[src/rtl/dds_seq_pkg.sv]
// Shared types and constants for the DDS sequencer: state encoding, DDS register
// addresses, control bit positions and the buffer-length rounding helper.
package dds_seq_pkg;

  typedef enum logic [3:0] {
    ST_IDLE,
    ST_SRST,
    ST_LD_WAIT,
    ST_WR_T,
    ST_WR_D,
    ST_WR_A,
    ST_PAD,
    ST_ARM,
    ST_RUN,
    ST_STOP
  } state_t;

  localparam logic [31:0] ADDR_THETAS = 32'd1;
  localparam logic [31:0] ADDR_DELTAS = 32'd2;
  localparam logic [31:0] ADDR_AMPLS  = 32'd3;

  localparam int CTRL_RST  = 0;
  localparam int CTRL_STRT = 1;

  // Smallest supported length (2, 8, 16, ..., 512) that holds count tones.
  function automatic logic [15:0] round_len(input logic [15:0] count);
    logic [15:0] len;
    len = 16'd2;
    if (count > 16'd2) begin
      len = 16'd8;
      for (int i = 0; i < 6; i++) begin
        if (len < count) len = len << 1;
      end
    end
    return len;
  endfunction

endpackage

[src/rtl/dds_sample_timer.sv]
// Sample-period timer: down-counter reloaded with period-1, strobes on terminal count.
module dds_sample_timer (
  input  logic        clk,
  input  logic        rst,
  input  logic        clr,
  input  logic        en,
  input  logic [15:0] period,
  output logic        strobe
);

  logic [15:0] cnt;

  always_ff @(posedge clk) begin
    if (rst) begin
      cnt <= '0;
    end else if (clr) begin
      cnt <= period - 16'd1;
    end else if (en) begin
      cnt <= (cnt == 16'd0) ? period - 16'd1 : cnt - 16'd1;
    end
  end

  assign strobe = en && (cnt == 16'd0);

endmodule

[src/rtl/dds_seq_ctrl.sv]
// Loads tone triplets into the DDS, pads the buffer, arms it and paces sample_en.
// Optional DDS_SEQ_SAMPLE_CNT_EN adds the o_sample_cnt strobe counter.
//
//   state   | meaning
//   IDLE    | waiting for i_start
//   SRST    | DDS soft reset pulse, clear tone count
//   LD_WAIT | ready for a tone beat
//   WR_T/D/A| write theta / delta / amplitude
//   PAD     | decide whether another zero tone is needed
//   ARM     | DDS start, load sample timer
//   RUN     | DDS running, sample strobes
//   STOP    | DDS soft reset pulse, back to IDLE
module dds_seq_ctrl
  import dds_seq_pkg::*;
#(
  parameter int SIG_WIDTH = 16,
  parameter int MAX_TONES = 512,
  parameter int MARGIN    = 4
) (
  input  logic                 clk,
  input  logic                 rst,
  input  logic                 i_start,
  input  logic                 i_stop,
  input  logic [15:0]          i_clkdiv,
  input  logic                 i_tone_valid,
  output logic                 o_tone_ready,
  input  logic [SIG_WIDTH-1:0] i_tone_theta,
  input  logic [SIG_WIDTH-1:0] i_tone_delta,
  input  logic [SIG_WIDTH-1:0] i_tone_ampl,
  input  logic                 i_tone_last,
  output logic [31:0]          o_dds_addrs,
  output logic                 o_dds_write,
  output logic [31:0]          o_dds_ctrl_reg,
  output logic [31:0]          o_dds_thetas_reg,
  output logic [31:0]          o_dds_deltas_reg,
  output logic [31:0]          o_dds_ampls_reg,
  output logic [31:0]          o_dds_lngth_reg,
  output logic                 o_dds_sample_en,
  output logic                 o_busy,
  output logic                 o_running,
`ifdef DDS_SEQ_SAMPLE_CNT_EN
  output logic [31:0]          o_sample_cnt,
`endif
  output logic                 o_err
);

  localparam int CW = $clog2(MAX_TONES + 1);

  state_t               state, nxt;
  logic [CW-1:0]        count, cnt_inc;
  logic [15:0]          len_q, clkdiv_q, p_eff;
  logic [16:0]          min_p;
  logic [SIG_WIDTH-1:0] theta_q, delta_q, ampl_q;
  logic                 last_q, pad_q, err_q, clamp, sample_stb, wrap_done;

  assign cnt_inc   = count + CW'(1);
  assign wrap_done = last_q || (cnt_inc == CW'(MAX_TONES));
  assign min_p     = {1'b0, len_q} + 17'(MARGIN);
  assign clamp     = {1'b0, clkdiv_q} < min_p;
  assign p_eff     = clamp ? min_p[15:0] : clkdiv_q;

  always_comb begin
    nxt = state;
    if (state != ST_IDLE && i_stop) begin
      nxt = ST_STOP;
    end else begin
      case (state)
        ST_IDLE:    if (i_start) nxt = ST_SRST;
        ST_SRST:    nxt = ST_LD_WAIT;
        ST_LD_WAIT: if (i_tone_valid) nxt = ST_WR_T;
        ST_WR_T:    nxt = ST_WR_D;
        ST_WR_D:    nxt = ST_WR_A;
        ST_WR_A:    nxt = (pad_q || wrap_done) ? ST_PAD : ST_LD_WAIT;
        ST_PAD:     nxt = (16'(count) < len_q) ? ST_WR_T : ST_ARM;
        ST_ARM:     nxt = ST_RUN;
        ST_RUN:     nxt = ST_RUN;
        ST_STOP:    nxt = ST_IDLE;
        default:    nxt = ST_IDLE;
      endcase
    end
  end

  always_ff @(posedge clk) begin
    if (rst) begin
      state    <= ST_IDLE;
      count    <= '0;
      len_q    <= '0;
      clkdiv_q <= '0;
      theta_q  <= '0;
      delta_q  <= '0;
      ampl_q   <= '0;
      last_q   <= 1'b0;
      pad_q    <= 1'b0;
      err_q    <= 1'b0;
    end else begin
      state <= nxt;
      case (state)
        ST_IDLE: if (i_start && !i_stop) begin
          err_q    <= 1'b0;
          clkdiv_q <= i_clkdiv;
        end
        ST_SRST: begin
          count <= '0;
          len_q <= '0;
          pad_q <= 1'b0;
        end
        ST_LD_WAIT: if (o_tone_ready && i_tone_valid) begin
          theta_q <= i_tone_theta;
          delta_q <= i_tone_delta;
          ampl_q  <= i_tone_ampl;
          last_q  <= i_tone_last;
        end
        ST_WR_A: if (!i_stop) begin
          count <= cnt_inc;
          // Entering the pad phase: freeze the length and zero the triplet.
          if (!pad_q && wrap_done) begin
            len_q   <= round_len(16'(cnt_inc));
            pad_q   <= 1'b1;
            theta_q <= '0;
            delta_q <= '0;
            ampl_q  <= '0;
            if (!last_q) err_q <= 1'b1;
          end
        end
        ST_ARM: if (clamp && !i_stop) err_q <= 1'b1;
        default: ;
      endcase
    end
  end

  always_comb begin
    o_dds_write      = 1'b0;
    o_dds_addrs      = '0;
    o_dds_thetas_reg = '0;
    o_dds_deltas_reg = '0;
    o_dds_ampls_reg  = '0;
    o_dds_ctrl_reg   = '0;
    case (state)
      ST_SRST, ST_STOP: o_dds_ctrl_reg[CTRL_RST]  = 1'b1;
      ST_ARM, ST_RUN:   o_dds_ctrl_reg[CTRL_STRT] = 1'b1;
      ST_WR_T: begin
        o_dds_write      = 1'b1;
        o_dds_addrs      = ADDR_THETAS;
        o_dds_thetas_reg = 32'(theta_q);
      end
      ST_WR_D: begin
        o_dds_write      = 1'b1;
        o_dds_addrs      = ADDR_DELTAS;
        o_dds_deltas_reg = 32'(delta_q);
      end
      ST_WR_A: begin
        o_dds_write     = 1'b1;
        o_dds_addrs     = ADDR_AMPLS;
        o_dds_ampls_reg = 32'(ampl_q);
      end
      default: ;
    endcase
  end

  assign o_tone_ready    = (state == ST_LD_WAIT) && !i_stop;
  assign o_busy          = (state != ST_IDLE) && (state != ST_RUN);
  assign o_running       = (state == ST_RUN);
  assign o_err           = err_q;
  assign o_dds_lngth_reg = 32'(len_q);
  assign o_dds_sample_en = sample_stb;

  dds_sample_timer u_timer (
    .clk    (clk),
    .rst    (rst),
    .clr    (state == ST_ARM),
    .en     (state == ST_RUN),
    .period (p_eff),
    .strobe (sample_stb)
  );

`ifdef DDS_SEQ_SAMPLE_CNT_EN
  always_ff @(posedge clk) begin
    if (rst || state == ST_SRST) o_sample_cnt <= '0;
    else if (sample_stb && o_sample_cnt != 32'hFFFF_FFFF) o_sample_cnt <= o_sample_cnt + 32'd1;
  end
`endif

endmodule

[config.mk]
export PLATFORM = sky130hd
export DESIGN_NAME = dds_seq_ctrl
export DESIGN_NICKNAME = d
export VERILOG_FILES = /design/src/rtl/dds_seq_pkg.sv /design/src/rtl/dds_sample_timer.sv /design/src/rtl/dds_seq_ctrl.sv
export SDC_FILE = /design/constraint.sdc
export NUM_CORES = 1
export LEC_CHECK = 0
export CAP_MARGIN = 20
export CORE_MARGIN = 2
export CORE_UTILIZATION = 47
export CTS_BUF_LIST = sky130_fd_sc_hd__clkbuf_8
export CTS_CLUSTER_SIZE = 25
export DETAILED_ROUTE_END_ITERATION = 10
export GPL_TIMING_DRIVEN = 0
export PLACE_DENSITY = 0.83
export SYNTH_ARGS = -nofsm -noshare
export SYNTH_HDL_FRONTEND = slang
export SYNTH_SLANG_ARGS = --single-unit
[constraint.sdc]
create_clock -name clk -period 10.7 [get_ports clk]
set_input_delay 2.14 -clock clk [delete_from_list [all_inputs] [get_ports clk]]
set_output_delay 2.14 -clock clk [all_outputs]
set_load 0.1 [all_outputs]
==> out/results.ini <==
[run_status]
status=complete, no violations

[clock_network]
clkTransAtPathRegs_ns=0.11
tritoncts=done
cts_buffers=9
htreeDepth=3
cts_root_buf=clkbuf_8
insertion_delay_ns=0.40
clock_path_buffers=2
clock_sinks=105

[floorplanning]
rows=46
die_area_um2=17300
fp.dieH_um=131
ios=268
core_um2=15900
start_util_pct=48.0
die_w_um=131

[yosys]
synthTopCellsByArea=dfxtp_1 (28%), buf_4 (13%), a21oi_1 (7.4%)
yosysWarnings=0
synth_flop_cell=dfxtp_1
yosys.area.top_type=dfxtp_1
ys_ff_latch=105
ys_seq_area_share_pct=27.6
synth_cell_types=66
syn_area_um2=7620
synth_enable_flop_cells=0
netlist_instances=1029
ys_async_sr_fraction_pct=0
netlist.area_leader.share_pct=27.6
avgSynthCellArea_um2=7.41

[timing]
fin_crit_ns=9.86
rsz0062_at_grt=false
fmax_ghz=0.101
finClkSkew_ns=0.0200
min_period_over_period_pct=92.2
maxSlewHeadroom_pct=31.5
worst_slew_pin_slew_ns=1.02
fin_ws_ns=0.838
final.setup.tns_ns=0
whs_ns=0.469
finalSetupViolCount=0
hold_viol_final=0
slew_viol_final=0

[layout]
final_core_util_pct=62.7
seqCellArea_um2=2100
n_antenna_cell=0
fill_cells=1382
nNetsFinal=1418
multiInputGateArea_um2=4640
area_delta_synth_final_pct=30.6
drive_gt1_share_pct=13.8

[detailed_routing]
avgViaCountPerCell=5.10
num_vias=7788
routedWlPerCell_um=14.0
drtAntennaViolNets=0
drt_iter0_drc=509
drt_pass1_iterations=5
drt-total-wl_um=21400
route.detailed.drc=0

[hold_path]
hold_end=ampl_q[15]$_SDFFE_PP0P_
hold_class=reg2reg
hold_start=ampl_q[15]$_SDFFE_PP0P_
hold_path_depth=2

[placement]
routabilityCongestion=0.897
dp_hpwl_um=16800
pre_cts_slack_ns=0.351
portBuffers=134

[global_routing]
overflow=0
grt_usage_pct=24.1
grt_pass1_vias=6929
grt_start_max_net_pins=21
grt_pass1_wl_um=34400
antenna_found_initial=0

[worst_setup_path]
crit_path_end_kind=flip-flop
reg2regPathDepth=44
r2r-start=count[0]$_SDFFE_PP0P_
cp.required_ns=11.04
timing.reg2reg.setup_slack_ns=0.84
path_class=reg2reg
cp_slowest_cell=dfxtp_1
path_max_fanout=10
slowest_delay_ns=0.45
crit_top_cell=ha_1
timing.rr.end=len_q[3]$_SDFFE_PP0P_
worst_setup_path_start_kind=flip-flop
arrival_ns=10.20

[power_and_ir_drop]
power.leakage_nw=4.33
total_power_w=0.00143
powerDensity_nw_per_um2=143
ir_drop_mv=0.120

[run]
max-cap-violations=0

[registers in the layout, summed over array words and instances (netlist names)]
| signal | cells |
|---|---|
| theta_q | 16 |
| clkdiv_q | 16 |
| state | 4 |
| pad_q | 1 |
| u_timer.cnt | 16 |
| o_err | 1 |
| delta_q | 16 |
| count | 10 |
| len_q | 8 |
| ampl_q | 16 |
| last_q | 1 |
[timing repair]
action	in CTS	in global routing
endpoints found under the setup margin	0	7
hold buffers	0	0
resized for setup	0	3
setup buffers	0	2
[per-layer routing]
| layer | routed length, µm | up-vias | share of wire, % | global-route usage (%) |
|---|---|---|---|---|
| met3 | 2260 | 33 | 11 | 8.95 |
| met2 | 10200 | 343 | 48 | 40.8 |
| met4 | 392 | 0 | 1.8 | 6.82 |
| met5 | 0 | - | 0 | 0 |
| li1 | - | 3872 | - | - |
| met1 | 8570 | 3540 | 40 | 28.8 |
[synthesized netlist by cell type (all sizes together), types with 6 or more instances]
master / count
a211o: 6
a211oi: 12
a21o: 9
a21oi: 112
a22o: 6
a22oi: 6
and2: 39
and3: 21
buf: 149
clkbuf: 44
dfxtp: 105
ha: 41
inv: 36
mux2i: 14
nand2: 129
nand2b: 6
nand3: 67
nand4: 8
nor2: 52
nor3: 24
nor4: 18
o21ai: 42
or3: 9
xnor2: 12
[final cells by class]
cell class                      count  share of cell area (%)
Buffer                            193                    12.5
Clock buffer                       10                    1.38
Clock inverter                      6                   0.654
Inverter                           36                    1.36
Multi-Input combinational cell    826                    46.6
Sequential cell                   105                    21.1
Tap cell                          216                    2.71
Timing Repair Buffer              136                    13.6
[cells by family (layout without fill, tap and decap cells)]
family | count (synthesis) | count (layout) | share of synthesized area [%]
fa+ha+maj | 41 | 41 | 6.73
buf+inv | 229 | 381 | 18.1
compound gates | 225 | 225 | 17.8
mux | 19 | 19 | 2.58
xor+xnor | 15 | 15 | 1.72
simple gates | 394 | 394 | 25.5
other cells | 1 | 132 | 0.0492
flops | 105 | 105 | 27.6
[worst max-delay path: cells and delay by family (launching register included)]
| kind | cells | cell delay [ns] |
|---|---|---|
| AND/OR/NAND/NOR | 14 | 2.62 |
| buffers and inverters | 5 | 0.65 |
| flip-flops | 1 | 0.45 |
| adder cells (fa/ha/maj) | 7 | 2.07 |
| multiplexers | 2 | 0.61 |
| AO/OA/AOI/OAI | 16 | 3.42 |
[report_power, final]
part | total [W] | internal, W | switching [W]
logic | 0.000740 | 0.000238 | 0.000502
registers | 0.000431 | 0.000411 | 0.0000206
clock network | 0.000256 | 0.0000984 | 0.000157
total | 0.00143 | 0.000747 | 0.000680
[placed cells by master (no fill, tap or decap), types with 3 or more instances in the layout]
cell type and n:
clkdlybuf4s50_1 134, mux2i_1 14, nand4_1 8, or3_1 9, buf_4 135, and3_1 21, or2_2 4, nor2b_1 4
clkbuf_1 44, conb_1 132, a22oi_1 6, nor4_1 18, nand2b_1 6, nor3_1 23, o21a_1 3, o31a_1 3
o21ai_0 40, o31ai_1 3, a211o_1 6, clkbuf_8 10, buf_1 8, xor2_1 3, nand2_1 129, and2_1 37
or4_1 3, a21oi_1 112, a32oi_1 3, xnor2_1 12, nor2_1 49, a22o_1 6, buf_2 6, ha_1 41
a21o_1 9, a211oi_1 11, nand3_1 67, dfxtp_1 105, inv_1 36, mux2_2 5
[stage by stage]
stage	cells	instance area [µm²]
after floorplan	1160	8120
after global placement	1510	9730
after detailed placement	1510	9730
after CTS	1526	9930
after global routing	1528	9960
final	1528	9960
[worst max path at each step]
stage | start | endpoint | slack, ns | cells past startpoint
floorplan | count[0]$_SDFFE_PP0P_ | len_q[6]$_SDFFE_PP0P_ | 2.08 | 44
global placement | count[0]$_SDFFE_PP0P_ | len_q[6]$_SDFFE_PP0P_ | 0.52 | 44
detailed placement | count[0]$_SDFFE_PP0P_ | len_q[5]$_SDFFE_PP0P_ | 0.35 | 44
CTS | count[0]$_SDFFE_PP0P_ | len_q[5]$_SDFFE_PP0P_ | 0.29 | 44
global route | count[0]$_SDFFE_PP0P_ | len_q[3]$_SDFFE_PP0P_ | 0.02 | 44
finish | count[0]$_SDFFE_PP0P_ | len_q[3]$_SDFFE_PP0P_ | 0.84 | 44
No activity file was read; power rests on OpenSTA's default activity.
